===== src/rtl/display_pkg.sv =====
// display_pkg: constants and state type shared by the display arbiter and its
// character buffer.
package display_pkg;

  localparam int DATA_W = 8;

  localparam logic [DATA_W-1:0] CHAR_LF = 8'h0A;
  localparam logic [DATA_W-1:0] CHAR_CR = 8'h0D;

  // IDLE emits the head byte (or the CR of a CR/LF pair); SEND_LF emits the LF
  // that completes the pair and retires the buffered 0x0A.
  typedef enum logic {
    ARB_IDLE    = 1'b0,
    ARB_SEND_LF = 1'b1
  } arb_state_t;

endpackage


===== src/rtl/display_arbiter_char_fifo.sv =====
// char_fifo: first-word-fall-through character buffer. The head entry is
// visible on rdata as soon as it has been written. A push and a pop in the same
// cycle leave the occupancy unchanged, and a push into a full buffer is legal
// when the head is popped in that same cycle (the freed slot is reused).
// Storage is not reset; only pointers and occupancy are.
module char_fifo
  import display_pkg::*;
#(
  parameter int DEPTH = 8
) (
  input  logic                     clk,
  input  logic                     reset,
  input  logic                     push,
  input  logic [DATA_W-1:0]        wdata,
  input  logic                     pop,
  output logic [DATA_W-1:0]        rdata,
  output logic                     full,
  output logic                     empty,
  output logic [$clog2(DEPTH):0]   count
);

  localparam int AW = $clog2(DEPTH);
  localparam logic [AW-1:0] PTR_ONE  = AW'(1);
  localparam logic [AW:0]   CNT_ONE  = (AW+1)'(1);
  localparam logic [AW:0]   CNT_FULL = (AW+1)'(DEPTH);

  logic [DATA_W-1:0] mem [DEPTH];
  logic [AW-1:0]     wr_ptr;
  logic [AW-1:0]     rd_ptr;

  assign full  = (count == CNT_FULL);
  assign empty = (count == '0);
  assign rdata = mem[rd_ptr];

  // Write the incoming character into the slot under the write pointer.
  always_ff @(posedge clk) begin
    if (push) begin
      mem[wr_ptr] <= wdata;
    end
  end

  // Advance pointers (wrapping naturally at the power-of-two depth) and track occupancy.
  always_ff @(posedge clk or posedge reset) begin
    if (reset) begin
      wr_ptr <= '0;
      rd_ptr <= '0;
      count  <= '0;
    end else begin
      if (push) begin
        wr_ptr <= wr_ptr + PTR_ONE;
      end
      if (pop) begin
        rd_ptr <= rd_ptr + PTR_ONE;
      end
      if (push && !pop) begin
        count <= count + CNT_ONE;
      end else if (pop && !push) begin
        count <= count - CNT_ONE;
      end
    end
  end

endmodule


===== src/rtl/display_arbiter.sv =====
// display_arbiter: merges CPU and debug-monitor character streams into one
// shared buffer feeding a display sink. The CPU has absolute priority and no
// backpressure; a CPU byte that cannot be stored is dropped and latches the
// sticky overflow flag. The debug port is held off whenever the CPU writes or
// the buffer is full.
// Optional feature: define DISPLAY_ARB_CRLF_EN to expand every 0x0A leaving
// the buffer into the pair 0x0D, 0x0A. Without it, bytes pass unchanged.
module display_arbiter
  import display_pkg::*;
#(
  parameter int FIFO_DEPTH = 8
) (
  input  logic                          clk,
  input  logic                          reset,
  input  logic [7:0]                    main_bus,
  input  logic                          load_val,
  input  logic [7:0]                    dbg_data,
  input  logic                          dbg_valid,
  output logic                          dbg_ready,
  output logic [7:0]                    out_data,
  output logic                          out_valid,
  input  logic                          out_ready,
  output logic                          overflow,
  output logic [$clog2(FIFO_DEPTH):0]   fifo_count
);

  logic              full;
  logic              empty;
  logic [7:0]        head;
  logic              pop;
  logic              push;
  logic              cpu_push;
  logic              dbg_push;
  logic [7:0]        wdata;

  // Arbitrate the single write port: CPU first, debug only when the CPU is silent.
  always_comb begin
    dbg_ready = !full && !load_val;
    cpu_push  = load_val && (!full || pop);
    dbg_push  = dbg_valid && dbg_ready;
    push      = cpu_push || dbg_push;
    wdata     = load_val ? main_bus : dbg_data;
  end

  assign out_valid = !empty;

  // Latch a dropped CPU byte until the next reset.
  always_ff @(posedge clk or posedge reset) begin
    if (reset) begin
      overflow <= 1'b0;
    end else if (load_val && !cpu_push) begin
      overflow <= 1'b1;
    end
  end

`ifdef DISPLAY_ARB_CRLF_EN
  arb_state_t state;

  // Step through the CR/LF expansion of a buffered 0x0A; each half needs out_ready.
  always_ff @(posedge clk or posedge reset) begin
    if (reset) begin
      state <= ARB_IDLE;
    end else begin
      case (state)
        ARB_IDLE: begin
          if (!empty && (head == CHAR_LF) && out_ready) begin
            state <= ARB_SEND_LF;
          end
        end
        ARB_SEND_LF: begin
          if (out_ready) begin
            state <= ARB_IDLE;
          end
        end
        default: state <= ARB_IDLE;
      endcase
    end
  end

  // Select the emitted character; the 0x0A is only retired once its LF half is taken.
  always_comb begin
    out_data = head;
    pop      = 1'b0;
    case (state)
      ARB_IDLE: begin
        if (head == CHAR_LF) begin
          out_data = CHAR_CR;
        end
        pop = out_valid && out_ready && (head != CHAR_LF);
      end
      ARB_SEND_LF: begin
        out_data = CHAR_LF;
        pop      = out_valid && out_ready;
      end
      default: begin
        out_data = head;
        pop      = 1'b0;
      end
    endcase
  end
`else
  assign out_data = head;
  assign pop      = out_valid && out_ready;
`endif

  char_fifo #(
    .DEPTH (FIFO_DEPTH)
  ) u_fifo (
    .clk   (clk),
    .reset (reset),
    .push  (push),
    .wdata (wdata),
    .pop   (pop),
    .rdata (head),
    .full  (full),
    .empty (empty),
    .count (fifo_count)
  );

endmodule


===== config.mk =====
export PLATFORM = sky130hd
export DESIGN_NAME = display_arbiter
export DESIGN_NICKNAME = d
export VERILOG_FILES = /design/src/rtl/display_pkg.sv /design/src/rtl/display_arbiter_char_fifo.sv /design/src/rtl/display_arbiter.sv
export SDC_FILE = /design/constraint.sdc
export NUM_CORES = 1
export LEC_CHECK = 0
export ABC_AREA = 1
export CELL_PAD_IN_SITES_DETAIL_PLACEMENT = 1
export CELL_PAD_IN_SITES_GLOBAL_PLACEMENT = 1
export CORE_MARGIN = 2
export CORE_UTILIZATION = 44
export CTS_CLUSTER_SIZE = 28
export DETAILED_ROUTE_END_ITERATION = 7
export PLACE_DENSITY_LB_ADDON = 0.3
export SETUP_SLACK_MARGIN = 0.15
export SLEW_MARGIN = 15
export SYNTH_ARGS = -nofsm -noshare
export SYNTH_HDL_FRONTEND = slang
export SYNTH_SLANG_ARGS = --single-unit

===== constraint.sdc =====
create_clock -name clk -period 2.7 [get_ports clk]
set_input_delay 0.27 -clock clk [delete_from_list [all_inputs] [get_ports clk]]
set_output_delay 0.27 -clock clk [all_outputs]
set_load 0.01 [all_outputs]

==> results of run 1 <==
==> through the flow <==
stage          instance area, sq um  power, uW  utilization [%]
3_3_place_gp                   3890       3650             50.9
6_report                       4180       4910             54.7
3_5_place_dp                   3890       3770             50.9
4_1_cts                        4160       4930             54.5
2_1_floorplan                  3450       2990                -
5_1_grt                        4180       5240             54.7
==> area by class of cell <==
cell class | instances | share of cell area (%)
clock buffer | 9 | 2.96
clock inverter | 6 | 3.29
inverter | 14 | 1.50
multi-input combinational | 233 | 26.3
sequential | 75 | 52.6
tap | 102 | 3.05
timing repair buffer | 45 | 10.3
==> cells in the final DEF (no fill, tap or decap) <==
cell type,synthesis,layout
nor2_1,68,68
bufinv_16,0,4
o21bai_1,1,1
ha_1,5,5
a21oi_1,2,2
inv_6,1,2
nand3_4,1,1
nand2_2,1,1
clkinv_1,1,1
dfrtp_2,0,2
or2_2,1,1
buf_6,2,1
clkbuf_8,0,9
dfrtp_1,11,9
nor2_2,8,8
inv_1,9,9
fa_1,1,1
o21ai_0,26,26
o21ai_1,7,7
clkdlybuf4s50_1,0,35
nand3_2,1,1
edfxtp_1,64,64
nand2_4,2,2
xor2_1,3,3
buf_4,4,9
xnor2_1,2,2
inv_4,1,2
nor2_4,2,2
nand3_1,14,14
clkinv_4,0,1
inv_2,2,1
nand2_1,88,88
==> worst max-delay path by stage <==
stage	start	endpoint	depth (start not counted)
6_report	u_fifo.rd_ptr[0]$_DFFE_PP0N_	out_data[0]	8
5_1_grt	u_fifo.rd_ptr[0]$_DFFE_PP0N_	out_data[0]	8
4_1_cts	u_fifo.rd_ptr[1]$_DFFE_PP0N_	out_data[2]	7
3_5_place_dp	out_ready	u_fifo.count[3]$_DFFE_PP0P_	13
3_3_place_gp	out_ready	u_fifo.count[3]$_DFFE_PP0P_	13
2_1_floorplan	u_fifo.count[0]$_DFFE_PP0P_	u_fifo.count[3]$_DFFE_PP0P_	12
==> kinds of logic after synthesis <==
| group | count (synthesis) | synth area share [%] |
|---|---|---|
| AOI/OAI and AO/OA | 36 | 5.30 |
| adders and majority gates | 6 | 2.40 |
| DFF | 75 | 63.7 |
| and+or+nand+nor | 186 | 22.9 |
| xor gates and xnor gates | 5 | 1.27 |
| buffers and inverters | 28 | 4.36 |
==> metal layers <==
metal / track usage, % / share of wire, %
met2: 41.3 / 54
met1: 25.7 / 41
met3: 3.82 / 3.3
met5: 0 / 0
met4: 10.1 / 1.6
==> timing repair <==
item,4_1_cts,5_1_grt
setup endpoints to repair,8,8
endpoints found under the hold margin,0,0
gates resized for setup,3,1
setup buffers,0,2
==> power by group <==
group	switching [uW]	internal (uW)	total, uW
Clock	422	707	1130
Sequential	223	1550	1770
Combinational	1190	814	2010
Total	1840	3070	4910
==> sequential cells by signal, summed over array words and instances, names as in the netlist <==
| signal | count |
|---|---|
| u_fifo.wr_ptr | 3 |
| overflow | 1 |
| u_fifo.rd_ptr | 3 |
| u_fifo.mem | 64 |
| u_fifo.count | 4 |
==> insert_results.sql, run 1 <==
INSERT INTO impl_metrics (metric_group, metric, value, unit) VALUES
('status', 'outcome', 'finished, final reports clean', ''),
('power', 'power.ir.vdd_worst', '0.000573', 'V'),
('synth', 'netlist.top_cell.by_area', 'edfxtp_1', ''),
('critical_path', 'timing.critical_path.buf_inv', '2', ''),
('synth', 'synth_top_cells_by_count', 'nand2_1, nor2_1, edfxtp_1, o21ai_0, nand3_1', ''),
('clock_network', 'numCtsBuffers', '9', ''),
('synth', 'synth.net_count', '363', ''),
('power', 'cellPowerDensity', '1170', 'nW/um^2'),
('job', 'max_cap_viol_count', '0', ''),
('drt', 'final_antenna_net_count', '0', ''),
('synth', 'synthDistinctLibCells', '30', ''),
('critical_path', 'cp_common_cell', 'nand2_1', ''),
('placed_design', 'placed_cells', '467', ''),
('sta', 'finalHoldViolations', '0', ''),
('finish', 'fillCellCount', '850', ''),
('drt', 'wirelength', '8950', 'um'),
('drt', 'post-route-drc-count', '0', ''),
('synth', 'synth.top_cell.area_share', '55.8', '%'),
('sta', 'max_freq', '0.417', 'GHz'),
('floorplanning', 'design.die.area', '8560', 'sq um'),
('synth', 'netlist_instances', '336', ''),
('synth', 'ys.warnings.count', '0', ''),
('critical_path', 'timing_worst_setup_path_type', 'reg -> out', ''),
('global_route', 'globalRouteOverflowTotal', '0', ''),
('sta', 'fin_worst_hold_slack', '0.239', 'ns'),
('power', 'power.static_leakage', '0.00165', 'uW'),
('sta', 'fin_tns_setup', '0', 'ns'),
('synth', 'post_synth.cell_area_avg', '10.3', 'sq um'),
('placed_design', 'hpwlAfterDp', '5940', 'um'),
('finish', 'num-nets-final', '405', ''),
('critical_path', 'timing.critical_path.fanout_max', '22', ''),
('clock_network', 'cts.root.buffer_cell', 'clkbuf_8', ''),
('drt', 'routedWlPerCell', '18.5', 'um'),
('clock_network', 'clock_insertion_delay_at_the_later_pin_of_the_skew_report', '0.35', 'ns'),
('clock_network', 'cts_tree', 'yes', ''),
('synth', 'yosysSeqAreaShare', '63.7', '%'),
('synth', 'post_synth_main_area_contributors', 'edfxtp_1, nand2_1, dfrtp_1', ''),
('clock_network', 'clkSinkCount', '75', ''),
('global_route', 'antenna_found_initial', '0', ''),
('global_route', 'wire_length_of_the_first_global_routing_pass', '14000', 'um'),
('clock_network', 'cts-root-to-sink-buffers', '2', ''),
('finish', 'n_antenna_cell', '0', ''),
('clock_network', 'cts_hold_repair.buffers', '0', ''),
('placed_design', 'place.gp.congestion', '0.744', ''),
('sta', 'report.final.setup_viol', '0', ''),
('finish', 'register_area', '2200', 'sq um'),
('sta', 'final_max_slew_violation_count', '0', ''),
('synth', 'async_flop_share', '14.7', '%'),
('drt', 'drtPass1Iterations', '4', ''),
('floorplanning', 'die_w', '92.5', 'um'),
('critical_path', 'critPathLaunchType', 'flip-flop', ''),
('synth', 'ys_ff_latch', '75', ''),
('sta', 'worst_pin_slew', '0.679', 'ns'),
('critical_path', 'rrSetupSlack', '0.42', 'ns'),
('clock_network', 'cts.clk_slew.worst_paths', '0.08', 'ns'),
('floorplanning', 'pin_count', '36', ''),
('sta', 'max-slew-margin-rel', '54.7', '%'),
('critical_path', 'timing.critical_path.slowest_stage_cell', 'clkdlybuf4s50_1', ''),
('sta', 'grt_setup_unrepaired', 'no', ''),
('min_path', 'timing.hold.worst.class', 'in -> async', ''),
('finish', 'flow.area_growth_from_synthesis', '21.3', '%'),
('floorplanning', 'starting_density_of_the_core', '45.1', '%'),
('drt', 'avgViaCountPerCell', '5.14', ''),
('critical_path', 'critPathTopFamily', 'buffers and inverters', ''),
('critical_path', 'critical_path.endpoint_type', 'output pin', ''),
('critical_path', 'crit_chain', 'buf_6 -> nor2_1 -> nor2_1 -> o21ai_0 -> nand2_1 -> nand2_1 -> nand2_1 -> clkdlybuf4s50_1', ''),
('global_route', 'grt_max_degree', '34', ''),
('critical_path', 'worst_path_largest_cell_delay', '0.54', 'ns'),
('global_route', 'first_global_vias', '2679', ''),
('floorplanning', 'row_count', '32', ''),
('placed_design', 'io_buffer_count', '35', '');
No activity file was read; power rests on OpenSTA's default activity.
==> run 2: changes to the inputs <==
--- a/config.mk
+++ b/config.mk
@@ -9,7 +9,8 @@
 export CELL_PAD_IN_SITES_DETAIL_PLACEMENT = 1
 export CELL_PAD_IN_SITES_GLOBAL_PLACEMENT = 1
 export CORE_MARGIN = 2
-export CORE_UTILIZATION = 44
+export CORE_UTILIZATION = 45
+export CTS_BUF_LIST = sky130_fd_sc_hd__clkbuf_2
 export CTS_CLUSTER_SIZE = 28
 export DETAILED_ROUTE_END_ITERATION = 7
 export PLACE_DENSITY_LB_ADDON = 0.3
==> insert_results.sql, run 2 (same netlist as run 1, synthesis figures left out) <==
INSERT INTO impl_metrics (metric_group, metric, value, unit) VALUES
('status', 'outcome', 'finished, final reports clean', ''),
('finish', 'proportion_of_layout_cells_with_a_drive_suffix_above_1', '12.1', '%'),
('clock_network', 'clock_tree.htree_level_count', '3', ''),
('floorplanning', 'design.core.area', '7330', 'sq um'),
('global_route', 'first_global_vias', '2728', ''),
('critical_path', 'critical_path.endpoint_type', 'output pin', ''),
('clock_network', 'cts.clk_slew.worst_paths', '0.22', 'ns'),
('sta', 'fin_tns_setup', '0', 'ns'),
('clock_network', 'cts_tree', 'yes', ''),
('critical_path', 'timing.critical_path.fanout_max', '17', ''),
('power', 'power.static_leakage', '0.00164', 'uW'),
('finish', 'reg.largest.list', 'u_fifo.mem (64), u_fifo.count (4)', ''),
('critical_path', 'critPathLaunchType', 'flip-flop', ''),
('placed_design', 'place.gp.congestion', '0.778', ''),
('drt', 'final_antenna_net_count', '0', ''),
('finish', 'final_cell_mix', 'nand2_1, nor2_1, edfxtp_1, clkdlybuf4s50_1, o21ai_0', ''),
('global_route', 'globalRouteOverflowTotal', '0', ''),
('sta', 'final_critical_path_setup_slack', '0.339', 'ns'),
('drt', 'route.vias.total', '2516', ''),
('sta', 'final.min_clock_period', '2.36', 'ns'),
('floorplanning', 'row_count', '31', ''),
('sta', 'report.final.setup_viol', '0', ''),
('floorplanning', 'pin_count', '36', ''),
('drt', 'detail_route.iter0.violations', '200', ''),
('global_route', 'grt_max_degree', '34', ''),
('clock_network', 'clock_insertion_delay_at_the_later_pin_of_the_skew_report', '0.55', 'ns'),
('placed_design', 'io_buffer_count', '35', ''),
('sta', 'max_freq', '0.424', 'GHz'),
('critical_path', 'worstPathRequired', '2.43', 'ns'),
('power', 'cellPowerDensity', '1120', 'nW/um^2'),
('critical_path', 'arrival', '2.09', 'ns'),
('drt', 'drtPass1Iterations', '4', ''),
('clock_network', 'numCtsBuffers', '9', ''),
('finish', 'top_register', 'u_fifo.mem', ''),
('floorplanning', 'die-height', '91.5', 'um'),
('finish', 'num-nets-final', '402', ''),
('min_path', 'timing.hold.worst.class', 'in -> async', ''),
('floorplanning', 'starting_density_of_the_core', '47.0', '%'),
('finish', 'final_common_cell', 'nand2_1', ''),
('sta', 'finalHoldViolations', '0', ''),
('global_route', 'groute.usage.overall', '22.5', '%'),
('global_route', 'antenna_found_initial', '0', ''),
('finish', 'largest_register_ffs', '64', ''),
('sta', 'final_max_slew_violation_count', '0', ''),
('drt', 'routedWlPerCell', '18.1', 'um'),
('placed_design', 'hpwlAfterDp', '5690', 'um'),
('clock_network', 'cts.root.buffer_cell', 'clkbuf_2', ''),
('critical_path', 'timing_worst_setup_path_type', 'reg -> out', ''),
('sta', 'timing.final.crit_share', '87.4', '%'),
('power', 'power.ir.vdd_worst', '0.000686', 'V'),
('finish', 'n_antenna_cell', '0', ''),
('floorplanning', 'die_w', '91.5', 'um'),
('finish', 'fillCellCount', '796', ''),
('drt', 'wirelength', '8680', 'um'),
('drt', 'avgViaCountPerCell', '5.25', ''),
('drt', 'post-route-drc-count', '0', ''),
('sta', 'grt_setup_unrepaired', 'no', ''),
('placed_design', 'detailedPlace.worstSlack', '0.299', 'ns'),
('floorplanning', 'design.die.area', '8380', 'sq um'),
('sta', 'worst_pin_slew', '0.617', 'ns'),
('finish', 'flow.area_growth_from_synthesis', '18.9', '%'),
('sta', 'finalClockSkew', '0.0407', 'ns'),
('sta', 'max-slew-margin-rel', '58.8', '%'),
('clock_network', 'clkSinkCount', '75', ''),
('clock_network', 'cts-root-to-sink-buffers', '2', ''),
('job', 'max_cap_viol_count', '0', ''),
('global_route', 'wire_length_of_the_first_global_routing_pass', '14000', 'um');
==> run 2: cell type report <==
| class | instances | area (sq um) | area share [%] |
|---|---|---|---|
| flip-flops and latches | 75 | 2200 | 53.6 |
| multi-input cells | 233 | 1100 | 26.8 |
| repair buffers | 42 | 442 | 10.8 |
| clock inverters | 7 | 124 | 3.02 |
| well taps | 99 | 124 | 3.02 |
| inverters | 14 | 66.3 | 1.62 |
| clock buffers | 9 | 45.0 | 1.10 |
==> run 2: per-layer routing <==
metal / GRT usage [%] / wire length [um] / vias to the layer above
met5: 0 / 0 / -
met4: 9.09 / 179 / 0
met1: 27.2 / 3570 / 1243
met3: 3.24 / 404 / 13
met2: 40.1 / 4530 / 60
li1: - / - / 1200
==> run 2: final timing paths <==
check / from / end / slack (ns) / cells after the start
max in group asynchronous: reset / u_fifo.rd_ptr[1]$_DFFE_PP0N_ / 2.33 / 2
setup reg to reg: u_fifo.count[0]$_DFFE_PP0P_ / u_fifo.count[3]$_DFFE_PP0P_ / 0.45 / 13
setup / recovery: u_fifo.rd_ptr[0]$_DFFE_PP0N_ / out_data[3] / 0.34 / 9
min in group clk: out_ready / u_fifo.rd_ptr[0]$_DFFE_PP0N_ / 0.40 / 3
hold / removal: reset / overflow$_DFFE_PP0P_ / 0.003 / 2
hold reg to reg: overflow$_DFFE_PP0P_ / overflow$_DFFE_PP0P_ / 0.52 / 1
==> run 2: repair_timing <==
action / CTS / global route
resized for setup: 16 / 1
cloned: 1 / 0
endpoints found under the setup margin: 8 / 1
hold buffers: 0 / 0
buffers inserted: 2 / 0
pin swaps: 0 / 0
==> run 2: power by group <==
group	switching (uW)	internal (uW)
clock	424	407
sequential	229	1540
combinational	1190	794
total	1840	2740
==> run 2: critical path, cell delays in order, from the launching register on <==
cell	delay, ns
dfrtp_2	0.52
buf_12	0.18
buf_4	0.13
nor2_1	0.11
nor2_1	0.06
o21ai_1	0.08
nand2_1	0.06
nand2_1	0.06
nand2_1	0.07
dlygate4sd2_1	0.29
==> run 2: through the flow <==
stage | utilization, % | total power (uW) | instances | hold WS [ns] | cell area, sq um
after floorplan | - | 2990 | 336 | 0.122 | 3450
after global placement | 52.7 | 3620 | 460 | 0.476 | 3860
after detailed placement | 52.7 | 3720 | 460 | 0.465 | 3860
after CTS | 55.9 | 4620 | 479 | 0.0103 | 4100
after global routing | 55.9 | 4920 | 479 | 0.0350 | 4100
final | 55.9 | 4580 | 479 | 0.00317 | 4100
